## src/rtl/usb_bluejay_pkg.sv

```systemverilog
// Shared types and default sizing for the USB FIFO to Bluejay SLM bridge.
package usb_bluejay_pkg;

    localparam int DATA_W_DEF          = 32;
    localparam int WORDS_PER_LINE_DEF  = 40;    // 1280 px x 1 bit / 32
    localparam int LINES_PER_FRAME_DEF = 1024;

    typedef enum logic [1:0] {
        ST_IDLE,
        ST_PRIME,
        ST_READY
    } state_e;

endpackage

```

## src/rtl/usb_bluejay_line_frame_cnt.sv

```systemverilog
// Word/line position counters and the registered end-of-line / end-of-frame
// pulses, aligned with the cycle in which data_o shows the transferred word.
module usb_bluejay_line_frame_cnt
    import usb_bluejay_pkg::*;
#(
    parameter int WORDS_PER_LINE  = WORDS_PER_LINE_DEF,
    parameter int LINES_PER_FRAME = LINES_PER_FRAME_DEF
) (
    input  logic clk_i,
    input  logic reset_i,
    input  logic xfer_i,
    output logic line_rdy_o,
    output logic frame_rdy_o
);

    localparam int WCW = (WORDS_PER_LINE  > 1) ? $clog2(WORDS_PER_LINE)  : 1;
    localparam int LCW = (LINES_PER_FRAME > 1) ? $clog2(LINES_PER_FRAME) : 1;

    logic [WCW-1:0] word_cnt_q, word_cnt_d;
    logic [LCW-1:0] line_cnt_q, line_cnt_d;
    logic           line_rdy_q, line_rdy_d;
    logic           frame_rdy_q, frame_rdy_d;
    logic           last_word, last_line;

    assign last_word = (word_cnt_q == WCW'(WORDS_PER_LINE - 1));
    assign last_line = (line_cnt_q == LCW'(LINES_PER_FRAME - 1));

    // Advance position on each transfer; pulses last exactly one cycle.
    always_comb begin
        word_cnt_d  = word_cnt_q;
        line_cnt_d  = line_cnt_q;
        line_rdy_d  = 1'b0;
        frame_rdy_d = 1'b0;
        if (xfer_i) begin
            if (last_word) begin
                word_cnt_d = '0;
                line_rdy_d = 1'b1;
                if (last_line) begin
                    line_cnt_d  = '0;
                    frame_rdy_d = 1'b1;
                end else begin
                    line_cnt_d = line_cnt_q + 1'b1;
                end
            end else begin
                word_cnt_d = word_cnt_q + 1'b1;
            end
        end
    end

    // Counter and pulse registers; reset discards any partial line/frame.
    always_ff @(posedge clk_i) begin
        if (!reset_i) begin
            word_cnt_q  <= '0;
            line_cnt_q  <= '0;
            line_rdy_q  <= 1'b0;
            frame_rdy_q <= 1'b0;
        end else begin
            word_cnt_q  <= word_cnt_d;
            line_cnt_q  <= line_cnt_d;
            line_rdy_q  <= line_rdy_d;
            frame_rdy_q <= frame_rdy_d;
        end
    end

    assign line_rdy_o  = line_rdy_q;
    assign frame_rdy_o = frame_rdy_q;

endmodule

```

## src/rtl/usb_bluejay_if.sv

```systemverilog
// USB FIFO to Bluejay SLM bridge: primes the FIFO bus, forwards one word per
// downstream request and flags line/frame boundaries.
module usb_bluejay_if
    import usb_bluejay_pkg::*;
#(
    parameter int DATA_W          = DATA_W_DEF,
    parameter int WORDS_PER_LINE  = WORDS_PER_LINE_DEF,
    parameter int LINES_PER_FRAME = LINES_PER_FRAME_DEF
) (
    input  logic              clk_i,
    input  logic              reset_i,
    input  logic [DATA_W-1:0] data_i,
    input  logic              fifo_empty_i,
    input  logic              get_next_word_i,
    output logic              fifo_output_enable_o,
    output logic              get_next_word_o,
    output logic              reset_o,
    output logic              clk_o,
    output logic [DATA_W-1:0] data_o,
    output logic              next_line_rdy_o,
    output logic              next_frame_rdy_o,
    output logic              fifo_empty_o
);

    state_e            state_q, state_d;
    logic [DATA_W-1:0] data_q, data_d;
    logic              ready;

    assign clk_o   = clk_i;
    assign reset_o = reset_i;

    // Strobe and empty flag are gated by reset so they are quiet before the
    // state register has been cleared.
    assign ready                = reset_i & (state_q == ST_READY);
    assign get_next_word_o      = ready & get_next_word_i & ~fifo_empty_i;
    assign fifo_empty_o         = ~(ready & ~fifo_empty_i);
    assign fifo_output_enable_o = (state_q != ST_IDLE);

    // Next state: PRIME is a single bus-turnaround cycle with OE up, no read.
    always_comb begin
        state_d = state_q;
        case (state_q)
            ST_IDLE:  if (!fifo_empty_i) state_d = ST_PRIME;
            ST_PRIME: state_d = ST_READY;
            ST_READY: if (fifo_empty_i) state_d = ST_IDLE;
            default:  state_d = ST_IDLE;
        endcase
    end

    // Capture the FIFO word on a read strobe, otherwise hold.
    always_comb begin
        data_d = data_q;
        if (get_next_word_o) data_d = data_i;
    end

    // State and data registers.
    always_ff @(posedge clk_i) begin
        if (!reset_i) begin
            state_q <= ST_IDLE;
            data_q  <= '0;
        end else begin
            state_q <= state_d;
            data_q  <= data_d;
        end
    end

    assign data_o = data_q;

    usb_bluejay_line_frame_cnt #(
        .WORDS_PER_LINE  (WORDS_PER_LINE),
        .LINES_PER_FRAME (LINES_PER_FRAME)
    ) u_cnt (
        .clk_i       (clk_i),
        .reset_i     (reset_i),
        .xfer_i      (get_next_word_o),
        .line_rdy_o  (next_line_rdy_o),
        .frame_rdy_o (next_frame_rdy_o)
    );

endmodule

```

## config.mk

```make
export PLATFORM = sky130hd
export DESIGN_NAME = usb_bluejay_if
export DESIGN_NICKNAME = d
export VERILOG_FILES = /design/src/rtl/usb_bluejay_pkg.sv /design/src/rtl/usb_bluejay_line_frame_cnt.sv /design/src/rtl/usb_bluejay_if.sv
export SDC_FILE = /design/constraint.sdc
export NUM_CORES = 1
export LEC_CHECK = 0
export ABC_CLOCK_PERIOD_IN_PS = 4600
export CAP_MARGIN = 0
export CORE_MARGIN = 2
export CORE_UTILIZATION = 47
export DETAILED_ROUTE_END_ITERATION = 16
export PLACE_DENSITY = 0.88
export SKIP_CTS_REPAIR_TIMING = 1
export SYNTH_ARGS = -nofsm -noshare
export SYNTH_HDL_FRONTEND = slang
export SYNTH_SLANG_ARGS = --single-unit
```

## constraint.sdc

```tcl
create_clock -name clk_i -period 4.6 [get_ports clk_i]
set_input_delay 0.92 -clock clk_i [delete_from_list [all_inputs] [get_ports clk_i]]
set_output_delay 0.92 -clock clk_i [all_outputs]
set_load 0.01 [all_outputs]
```

# After elaboration in Yosys (flattened, before gate mapping)
# Cells that the tools add are included.
word_totals:
  wordCells: 33
  register_bits: 52
  mem_bits_rw: 0
  rom_bits: 0
  in_bits: 36
  out_inout_bits: 39
  latch_bits: 0
  mem_count: 0
op_classes:
  n_eq_ne: 6
  shifts: 0
  n_bitwise: 6
  div_mod_pow: 0
  n_reduce_logical: 6
  n_mux: 7
  n_lt_le_gt_ge: 0
  n_mul: 0
  n_addsub: 2
ops:
  columns: ["operator", "count"]
  rows:
  - ["$add 10x1->10 const B", 1]
  - ["$eq 10x10->1 const B", 1]
  - ["$mux 10", 1]
  - ["$add 6x1->6 const B", 1]
  - ["$eq 6x6->1 const B", 1]
  - ["$mux 6", 1]
  - ["$pmux 2 s3", 1]
  - ["$reduce_and 2->1", 3]
  - ["$and 1x1->1", 4]
  - ["$mux 2", 2]
  - ["$ne 2x2->1 const B", 2]
  - ["$reduce_and 3->1", 1]
  - ["$eq 2x1->1 const B", 1]
  - ["$eq 2x2->1 const B", 1]
  - ["$logic_not 2->1", 1]
  - ["$mux 1", 2]
  - ["$not 1->1", 2]
  - ["$reduce_bool 2->1", 1]

# Logic depth before layout (Yosys ltp)
# Gate-level depths: netlist of run 1.
logic_depth:
  ltp_word: 5
  depth_mapped: 7
  depth_no_buf: 6

# Hierarchy
# From an unflattened synthesis of run 1, not the netlist that was laid out.
unflattened:
  cells_unflattened: 248
  hier_area_um2: 2217.1
modules_own_cells:
  columns: ["module", "instances", "area_per_inst_um2", "cells_each"]
  rows:
  - ["usb_bluejay_if", 1, 1408.9, 157]
  - ["usb_bluejay_line_frame_cnt", 1, 808.3, 91]

==> out/qor.txt, run 1 <==
Slew HR: 22.1%
Crit path DAT: 2.99 ns
DR vias: 1,885
Overall routing resource usage: 22.3%
First-pass GRT wire length: 8480 µm
Drt wl/cell: 13.8 µm
Req. time, crit path: 3.68 ns
Count leader, synth: nand2_1
Critical-path maximum fanout: 2
Worst Hold Launch: data_o[6]
Final nets: 351
Final WL: 5020 µm
Setup TNS Final: 0 ns
Final GP Congestion: 0.745
Startpoint types: clock port
Pwr Total: 842 µW
Starting Density: 49.3%
Sequential area share after synthesis: 52.0%
Largest net degree at the start of global routing: 40
Drt initial violations: 77
Async set-reset flop share out of synthesis: 0%
Hold_ws: 0.454 ns
Family with the most delay on the worst path: buffers and inverters
Syn Inst Count: 240
Drt drc: 0
RSZ-0062 raised after global routing: false
Io pins: 75
Status: finished clean
Share of the synthesized area in the top cell type: 52.0%
Setup Viol. Count Final: 0
CORE AREA: 4060 µm²
MaxCap Viol Count: 0
GRT overflow: 0
Synth Area per Inst: 8.34 µm²
Vias per cell: 5.19
I/O Buffers: 74
Initial antenna violation count: 0
Final Hold Vio Count: 0
Clock skew: 0.00374 ns
Layout cells sized above 1: 5.43%
Vias in the first global route: 1,856
Slowest CP cell: clkdlybuf4s50_1
Die Wd: 69.3 µm
Die area: 4800 µm²
Yosys top cell by area: dfxtp_1
Slowest Stage Delay on Critical Path: 0.46 ns
Antenna-violating nets left: 0
Std cell rows: 23
Drt pass-1 iters: 6
Worst path buffer plus inverter count: 3
CP startpoint: clk_i
Library cells used by synthesis: 26
ANT cells: 0
Seq cells post-synth: 52
Largest cells by area after synthesis: dfxtp_1, nand2_1, a21oi_1, buf_4, or3_1
Clock slew at reported path FFs: 0.08 ns
HP Class: flop to flop
Syn_nets: 278
Clock Latency Late Sink: 0.41 ns
Post-synth top cells: nand2_1, dfxtp_1, a21oi_1, nor2_1
Max rail drop VDD: 364 µV
Area Growth Syn to Fin: 43.1%
Ys Warns: 0
Final Max Tran Viols: 0
FF-to-FF Start: state_q[0]
Ys flop type: dfxtp_1
Die Ht: 69.3 µm
Post-DP HPWL: 3430 µm
Cell Chain, Critical Path: clkbuf_8, clkbuf_8, clkdlybuf4s50_1
PD cells: 294 nW/µm²
Cell repeated most along the worst path: clkbuf_8
CTS tree: yes
Leakage: 0.00101 µW
Worst slew pin tran: 1.17 ns
Cell Area, Synth: 2000 µm²
Post-synth EDFFs: 0
CP Capture Type: primary output
Critical path class: clock port to primary output
[layout make-up]
class                   count  area (µm²)
fillers                   309        1190
clock inverters             1        5.00
well taps                  50        62.6
repair buffers             75         746
clock buffers              10         124
multi-input cells         169         863
inverters                   6        22.5
flip-flops and latches     52        1040
[path summary, 6_finish.rpt]
| kind | endpoint | slack [ns] | depth (start not counted) |
|---|---|---|---|
| worst min register to register | data_o[6] | 0.45 | 2 |
| worst min-delay path | data_o[6] | 0.45 | 2 |
| worst max register to register | u_cnt.line_cnt_q[2] | 2.75 | 4 |
| worst max-delay path | clk_o | 0.69 | 3 |
[cell usage in the layout (no fill, tap or decap), types with 4 or more instances in the layout]
| cell type | n |
|---|---|
| a21oi_1 | 42 |
| xor2_1 | 4 |
| nor2_1 | 9 |
| nand4_1 | 5 |
| nand2_1 | 71 |
| inv_1 | 5 |
| nand3_1 | 5 |
| or3_1 | 7 |
| o21ai_0 | 7 |
| dfxtp_1 | 52 |
| clkbuf_8 | 8 |
| clkdlybuf4s50_1 | 74 |
[power breakdown]
group          switching, µW  internal [µW]  total [µW]
Sequential              1.80            453         454
Combinational           19.5           34.9        54.4
Clock                    160            174         333
Total                    181            661         842
[kinds of logic (layout without fill, tap and decap cells)]
logic type	Yosys count	count (layout)	synth area share, %
xor gates and xnor gates	7	7	3.06
adders and majority gates	2	2	1.25
buffers and inverters	19	92	4.87
DFF	52	52	52.0
AOI/OAI and AO/OA	50	50	12.5
and+or+nand+nor	110	110	26.3
[per-layer routing]
metal / GRT usage (%) / vias to the layer above / wire (µm)
li1: - / 939 / -
met1: 23.9 / 867 / 1980
met2: 37.8 / 66 / 2540
met3: 7.99 / 13 / 348
met4: 12.4 / 0 / 147
met5: 0 / - / 0
[flip-flops by register name, indices dropped and copies added, names as in the netlist]
register,flops
u_cnt.line_cnt_q,10
u_cnt.frame_rdy_o,1
state_q,2
u_cnt.line_rdy_o,1
data_o,32
u_cnt.word_cnt_q,6
[worst min-delay path, delay by kind of cell (launching register included)]
kind / cells / cell delay [ns]
AO/OA/AOI/OAI: 1 / 0.05
AND/OR/NAND/NOR: 1 / 0.05
flip-flops: 1 / 0.31
[metrics by stage]
step | setup slack, ns | util, % | std cells | cell area [µm²]
floorplan | 1.26 | - | 240 | 2000
global placement | 0.931 | 67.7 | 353 | 2750
detailed placement | 0.931 | 67.7 | 353 | 2750
CTS | 0.687 | 70.6 | 363 | 2860
global route | 0.672 | 70.6 | 363 | 2860
finish | 0.692 | 70.6 | 363 | 2860
Power figures use the tool's default switching activity.
==> inputs of run 2 (changes only) <==
--- a/config.mk
+++ b/config.mk
@@ -5,12 +5,12 @@
 export SDC_FILE = /design/constraint.sdc
 export NUM_CORES = 1
 export LEC_CHECK = 0
-export ABC_CLOCK_PERIOD_IN_PS = 4600
+export ABC_CLOCK_PERIOD_IN_PS = 3460
 export CAP_MARGIN = 0
 export CORE_MARGIN = 2
-export CORE_UTILIZATION = 47
+export CORE_UTILIZATION = 39
 export DETAILED_ROUTE_END_ITERATION = 16
-export PLACE_DENSITY = 0.88
+export PLACE_DENSITY = 0.79
 export SKIP_CTS_REPAIR_TIMING = 1
 export SYNTH_ARGS = -nofsm -noshare
 export SYNTH_HDL_FRONTEND = slang
==> constraint.sdc (replaced) <==
create_clock -name clk_i -period 3.46 [get_ports clk_i]
set_input_delay 0.692 -clock clk_i [delete_from_list [all_inputs] [get_ports clk_i]]
set_output_delay 0.692 -clock clk_i [all_outputs]
set_load 0.01 [all_outputs]
==> run 2 against run 1 <==
Effect of this change:
- total power grew 43%
- via count decreased by 3.7%
- combinational power grew 35%
- clock-buffer cell count is the same
- routed wire length fell by 11%
- sequential share of layout area fell by 0.87 points
- register-to-register slack worse by 1.1 ns
- setup slack worse by 0.35 ns
- utilization shrank 12 points
- clock power increased by 58%
- sequential power is 33% higher
- highest routed layer unchanged
==> out/qor.txt, run 2 (synthesis results as in run 1) <==
Vias per cell: 4.70 (-9.4%)
Critical-path maximum fanout: 2 (unchanged)
ANT cells: 0 (unchanged)
Gate power share: 6.1% (-0.4 points)
Largest net degree at the start of global routing: 35 (-13%)
Initial antenna violation count: 0 (unchanged)
Die Wd: 75.6 µm (+9.2%)
Area Growth Syn to Fin: 46.6%
Slowest CP cell: clkdlybuf4s50_1
I/O Buffers: 74 (unchanged)
Clock group share of total power: 43.7% (+4.1 points)
Drt drc: 0 (unchanged)
Drt initial violations: 71 (-7.8%)
CORE AREA: 5040 µm² (+24%)
Leakage: 0.00103 µW (+2.4%)
Vias in the first global route: 1,588 (-14%)
Cell Chain, Critical Path: clkbuf_8, clkbuf_8, clkdlybuf4s50_1
Io pins: 75 (unchanged)
Drt wl/cell: 11.5 µm (-17%)
CP startpoint: clk_i
Reg2reg end: u_cnt.line_cnt_q[0]
Die Ht: 75.6 µm (+9.2%)
Starting Density: 39.7% (-9.6 points)
RSZ-0062 raised after global routing: false
Worst slew pin tran: 0.719 ns (-0.449 ns)
CTS tree: yes
Layout cells sized above 1: 6.33% (+0.90 points)
Cell repeated most along the worst path: clkbuf_8
PD cells: 410 nW/µm² (+39%)
Antenna-violating nets left: 0 (unchanged)
Critical path class: clock port to primary output
Register-to-register setup slack: 1.70 ns (-1.05 ns)
Std cell rows: 26 (+13%)
Req. time, crit path: 2.77 ns (-0.91 ns)
Worst Hold Depth: 2 (unchanged)
Die area: 5720 µm² (+19%)
Met3 WL: 278 µm (-20%)
Overall routing resource usage: 16.4% (-5.9 points)
MaxCap Viol Count: 0 (unchanged)
Family with the most delay on the worst path: buffers and inverters
Clock slew at reported path FFs: 0.08 ns (about the same)
Crit path DAT: 2.42 ns (-0.57 ns)
Seq pwr share: 50.2% (-3.8 points)
Final Max Tran Viols: 0 (unchanged)
Final nets: 353 (+0.57%)
DR top layer: met4
FF-to-FF Start: u_cnt.word_cnt_q[0]
Non-Filler Instances: 386 (+6.3%)
Slew HR: 52.0% (+30 points)
Startpoint types: clock port
Worst Hold Launch: data_o[30]
Post-DP HPWL: 3090 µm (-9.9%)
DR vias: 1,816 (-3.7%)
R2R depth: 5 (+1)
Commonest non-fill, non-tap cell in the layout: clkdlybuf4s50_1
Setup TNS Final: 0 ns (unchanged)
Met1 Wirelength: 1960 µm (-1.3%)
HP Class: flop to flop
Switch share: 20.4% (-1.1 points)
Final WL: 4440 µm (-11%)
Wire length on met2: 2120 µm (-16%)
Net Switching: 245 µW (+36%)
Status: finished clean
Clock Latency Late Sink: 0.40 ns (about the same)
First-pass GRT wire length: 6980 µm (-18%)
Worst path buffer plus inverter count: 3 (unchanged)
Placed Cells incl. Taps: 375 (+6.2%)
CP Capture Type: primary output
Slowest Stage Delay on Critical Path: 0.47 ns (about the same)
Hold EP: data_o[30]
Final GP Congestion: 0.804 (+7.8%)
Clock skew: 0.00768 ns (+0.00394 ns)
Drt pass-1 iters: 4 (-2)
Max rail drop VDD: 406 µV (+12%)
Max reg flops: 32 (unchanged)
GRT overflow: 0 (unchanged)
Final Hold Vio Count: 0 (unchanged)
Most frequent cells in the layout: clkdlybuf4s50_1, nand2_1, dfxtp_1, a21oi_1, nor2_1
Internal: 957 µW (+45%)
Setup Viol. Count Final: 0 (unchanged)
==> run 2: how the worst max path moves through the flow <==
stage	end	slack, ns	cells after the start
CTS	clk_o	0.34	3
global route	clk_o	0.33	3
detailed placement	clk_o	0.59	1
finish	clk_o	0.35	3
global placement	clk_o	0.59	1
floorplan	clk_o	0.92	1
==> run 2: power groups by stage <==
stage | clock (µW) | sequential, µW | combinational (µW)
2_1_floorplan | 23.8 | 619 | 19.5
6_report | 525 | 604 | 73.2
5_1_grt | 562 | 605 | 79.5
4_1_cts | 539 | 604 | 74.1
3_3_place_gp | 29.4 | 618 | 73.1
3_5_place_dp | 29.4 | 618 | 73.3
==> run 2: cell type report <==
class / instances / area [µm²]
fill: 459 / 2110
tap: 70 / 87.6
sequential: 52 / 1040
multi-input combinational: 169 / 863
clock buffer: 10 / 124
clock inverter: 2 / 35.0
inverter: 6 / 22.5
timing repair buffer: 77 / 761
==> run 2: per-layer routing <==
metal | GRT usage, % | up-vias
met1 | 18.8 | 817
met4 | 9.16 | 0
met3 | 6.22 | 7
met2 | 26.4 | 47
met5 | 0 | -
li1 | - | 945
==> run 2: stage by stage <==
stage | hold WS, ns | total power (µW) | setup slack, ns | instance area [µm²] | utilization, %
final | 0.456 | 1200 | 0.346 | 2930 | 58.2
after global placement | 0.441 | 720 | 0.589 | 2790 | 55.2
after global routing | 0.483 | 1250 | 0.333 | 2930 | 58.2
after floorplan | 0.444 | 662 | 0.919 | 2000 | -
after detailed placement | 0.447 | 721 | 0.589 | 2790 | 55.2
after CTS | 0.458 | 1220 | 0.342 | 2930 | 58.2
==> run 2: worst reg2reg max path, stage by stage, from the launching register on <==
cell and delay, ns:
dfxtp_1 0.37, ha_1 0.21, and4bb_2 0.32, nand3_1 0.18, o21ai_1 0.47, nor2_1 0.10
==> inputs of run 3 (changes only) <==
==> constraint.sdc (replaced) <==
create_clock -name clk_i -period 3.46 [get_ports clk_i]
set_input_delay 0.692 -clock clk_i [delete_from_list [all_inputs] [get_ports clk_i]]
set_output_delay 0.692 -clock clk_i [all_outputs]
set_load 0.1 [all_outputs]
==> run 3 against run 2 <==
Effect of this change:
- die area unchanged
- hold slack about the same
- clock power increased by 5.3%
- critical endpoint unchanged
- largest cell class unchanged
- highest routed layer unchanged
==> out/qor.txt, run 3 (synthesis results as in run 1) <==
Hold EP: data_o[30]
Die area: 5720 µm² (unchanged)
Io pins: 75 (unchanged)
Final nets: 352 (-0.28%)
Most frequent cells in the layout: nand2_1, clkdlybuf4s50_1, dfxtp_1, a21oi_1
CP Capture Type: primary output
CTS tree: yes
Antenna-violating nets left: 0 (unchanged)
DR vias: 1,835 (+1.0%)
Req. time, crit path: 2.77 ns (about the same)
HP Class: flop to flop
Register-to-register setup slack: 1.63 ns (-0.07 ns)
Final WL: 4580 µm (+3.0%)
Worst Hold Launch: data_o[30]
Worst slew pin tran: 1.01 ns (+0.287 ns)
Leakage: 0.00104 µW (+0.71%)
Gate power share: 8.2% (+2.1 points)
Worst path buffer plus inverter count: 3 (unchanged)
Setup Viol. Count Final: 0 (unchanged)
Status: finished clean
FF-to-FF Start: state_q[0]
Pwr Total: 1260 µW (+4.9%)
Drt initial violations: 81 (+14%)
Vias in the first global route: 1,650 (+3.9%)
Area Growth Syn to Fin: 46.2%
Clock group share of total power: 43.9% (+0.2 points)
Crit path DAT: 2.43 ns (about the same)
Startpoint types: clock port
Slowest CP cell: dlymetal6s2s_1
CORE AREA: 5040 µm² (unchanged)
ANT cells: 0 (unchanged)
Starting Density: 39.7% (unchanged)
Family with the most delay on the worst path: buffers and inverters
Cell repeated most along the worst path: clkbuf_8
Std cell rows: 26 (unchanged)
Overall routing resource usage: 16.8% (+0.37 points)
Slew HR: 32.7% (-19 points)
Drt wl/cell: 11.9 µm (+3.3%)
PD cells: 431 nW/µm² (+5.1%)
Vias per cell: 4.77 (+1.3%)
Commonest non-fill, non-tap cell in the layout: nand2_1
I/O Buffers: 74 (unchanged)
Seq pwr share: 47.9% (-2.3 points)
Drt drc: 0 (unchanged)
Initial antenna violation count: 0 (unchanged)
Placed inst area: 2790 µm² (+0.27%)
R2R depth: 4 (-1)
Layout cells sized above 1: 6.98% (+0.66 points)
Reg2reg end: u_cnt.line_cnt_q[2]
First-pass GRT wire length: 7180 µm (+2.9%)
Switch share: 28.3% (+7.9 points)
GRT overflow: 0 (unchanged)
Clock slew at reported path FFs: 0.09 ns (about the same)
Final Hold Vio Count: 0 (unchanged)
Final Max Tran Viols: 0 (unchanged)
Internal: 904 µW (-5.5%)
Cell Chain, Critical Path: clkbuf_8, clkbuf_8, dlymetal6s2s_1
Clock Latency Late Sink: 0.40 ns (about the same)
Critical path class: clock port to primary output
Worst Hold Depth: 2 (unchanged)
RSZ-0062 raised after global routing: false
Drt pass-1 iters: 4 (unchanged)
Largest net degree at the start of global routing: 35 (unchanged)
Critical-path maximum fanout: 2 (unchanged)
Max reg flops: 32 (unchanged)
Die Ht: 75.6 µm (unchanged)
Slowest Stage Delay on Critical Path: 0.47 ns (about the same)
FILL cells: 454 (-1.1%)
Net Switching: 356 µW (+45%)
Final std cell area, no fill: 2930 µm² (-0.26%)
Post-DP HPWL: 3140 µm (+1.8%)
MaxCap Viol Count: 0 (unchanged)
Final GP Congestion: 0.773 (-3.8%)
Die Wd: 75.6 µm (unchanged)
Setup TNS Final: 0 ns (unchanged)
Clock skew: 0.00617 ns (-0.00151 ns)
Max rail drop VDD: 802 µV (+98%)
-- run 3: cell types whose count changed in the layout (fill, tap and decap cells not counted) --
cell / change
clkdlybuf4s50_1: -5
clkinv_2: -1
clkbuf_8: +1
dlymetal6s2s_1: +1
buf_4: +1
buf_12: +2
clkbuf_1: +1
bufinv_16: -1
-- run 3: area by class of cell --
cell class	count	area, µm²	share of cell area, %
clock buffers	12	144	4.92
inverters	6	22.5	0.770
multi-input cells	169	863	29.5
flip-flops and latches	52	1040	35.6
well taps	70	87.6	2.99
repair buffers	76	768	26.3
-- run 3: how the worst max path moves through the flow --
stage | startpoint | to | slack, ns | depth (start not counted)
floorplan | clk_i | clk_o | 0.83 | 1
global placement | clk_i | clk_o | 0.1 | 1
detailed placement | clk_i | clk_o | 0.1 | 1
CTS | clk_i | clk_o | -0.16 | 3
global route | clk_i | clk_o | 0.33 | 3
finish | clk_i | clk_o | 0.34 | 3
-- run 3: worst min-delay path, delay by kind of cell, from the launching register on --
kind	cells	cell delay [ns]
flops	1	0.32
compound gates	1	0.05
simple gates	1	0.05
-- run 3: through the flow --
step           util (%)  hold slack [ns]  worst slack, ns  instances
2_1_floorplan         -            0.444            0.826        240
3_3_place_gp       55.4            0.441           0.0984        374
3_5_place_dp       55.4            0.447           0.0984        374
4_1_cts            58.0            0.458           -0.164        385
5_1_grt            58.0            0.478            0.327        385
6_report           58.0            0.457            0.338        385
-- run 3: metal layers --
layer | share of wire (%) | track usage [%] | wire length, µm
met3 | 6.8 | 7.41 | 310
met2 | 51 | 27.1 | 2320
met1 | 40 | 18.4 | 1850
met5 | 0 | 0 | 0
met4 | 2.1 | 9.55 | 95
-- run 3: power groups by stage --
| stage | registers, µW | clock network [µW] | logic [µW] |
|---|---|---|---|
| floorplan | 635 | 109 | 34.2 |
| global placement | 618 | 113 | 103 |
| detailed placement | 618 | 113 | 104 |
| CTS | 604 | 568 | 104 |
| global route | 605 | 597 | 110 |
| finish | 604 | 553 | 104 |
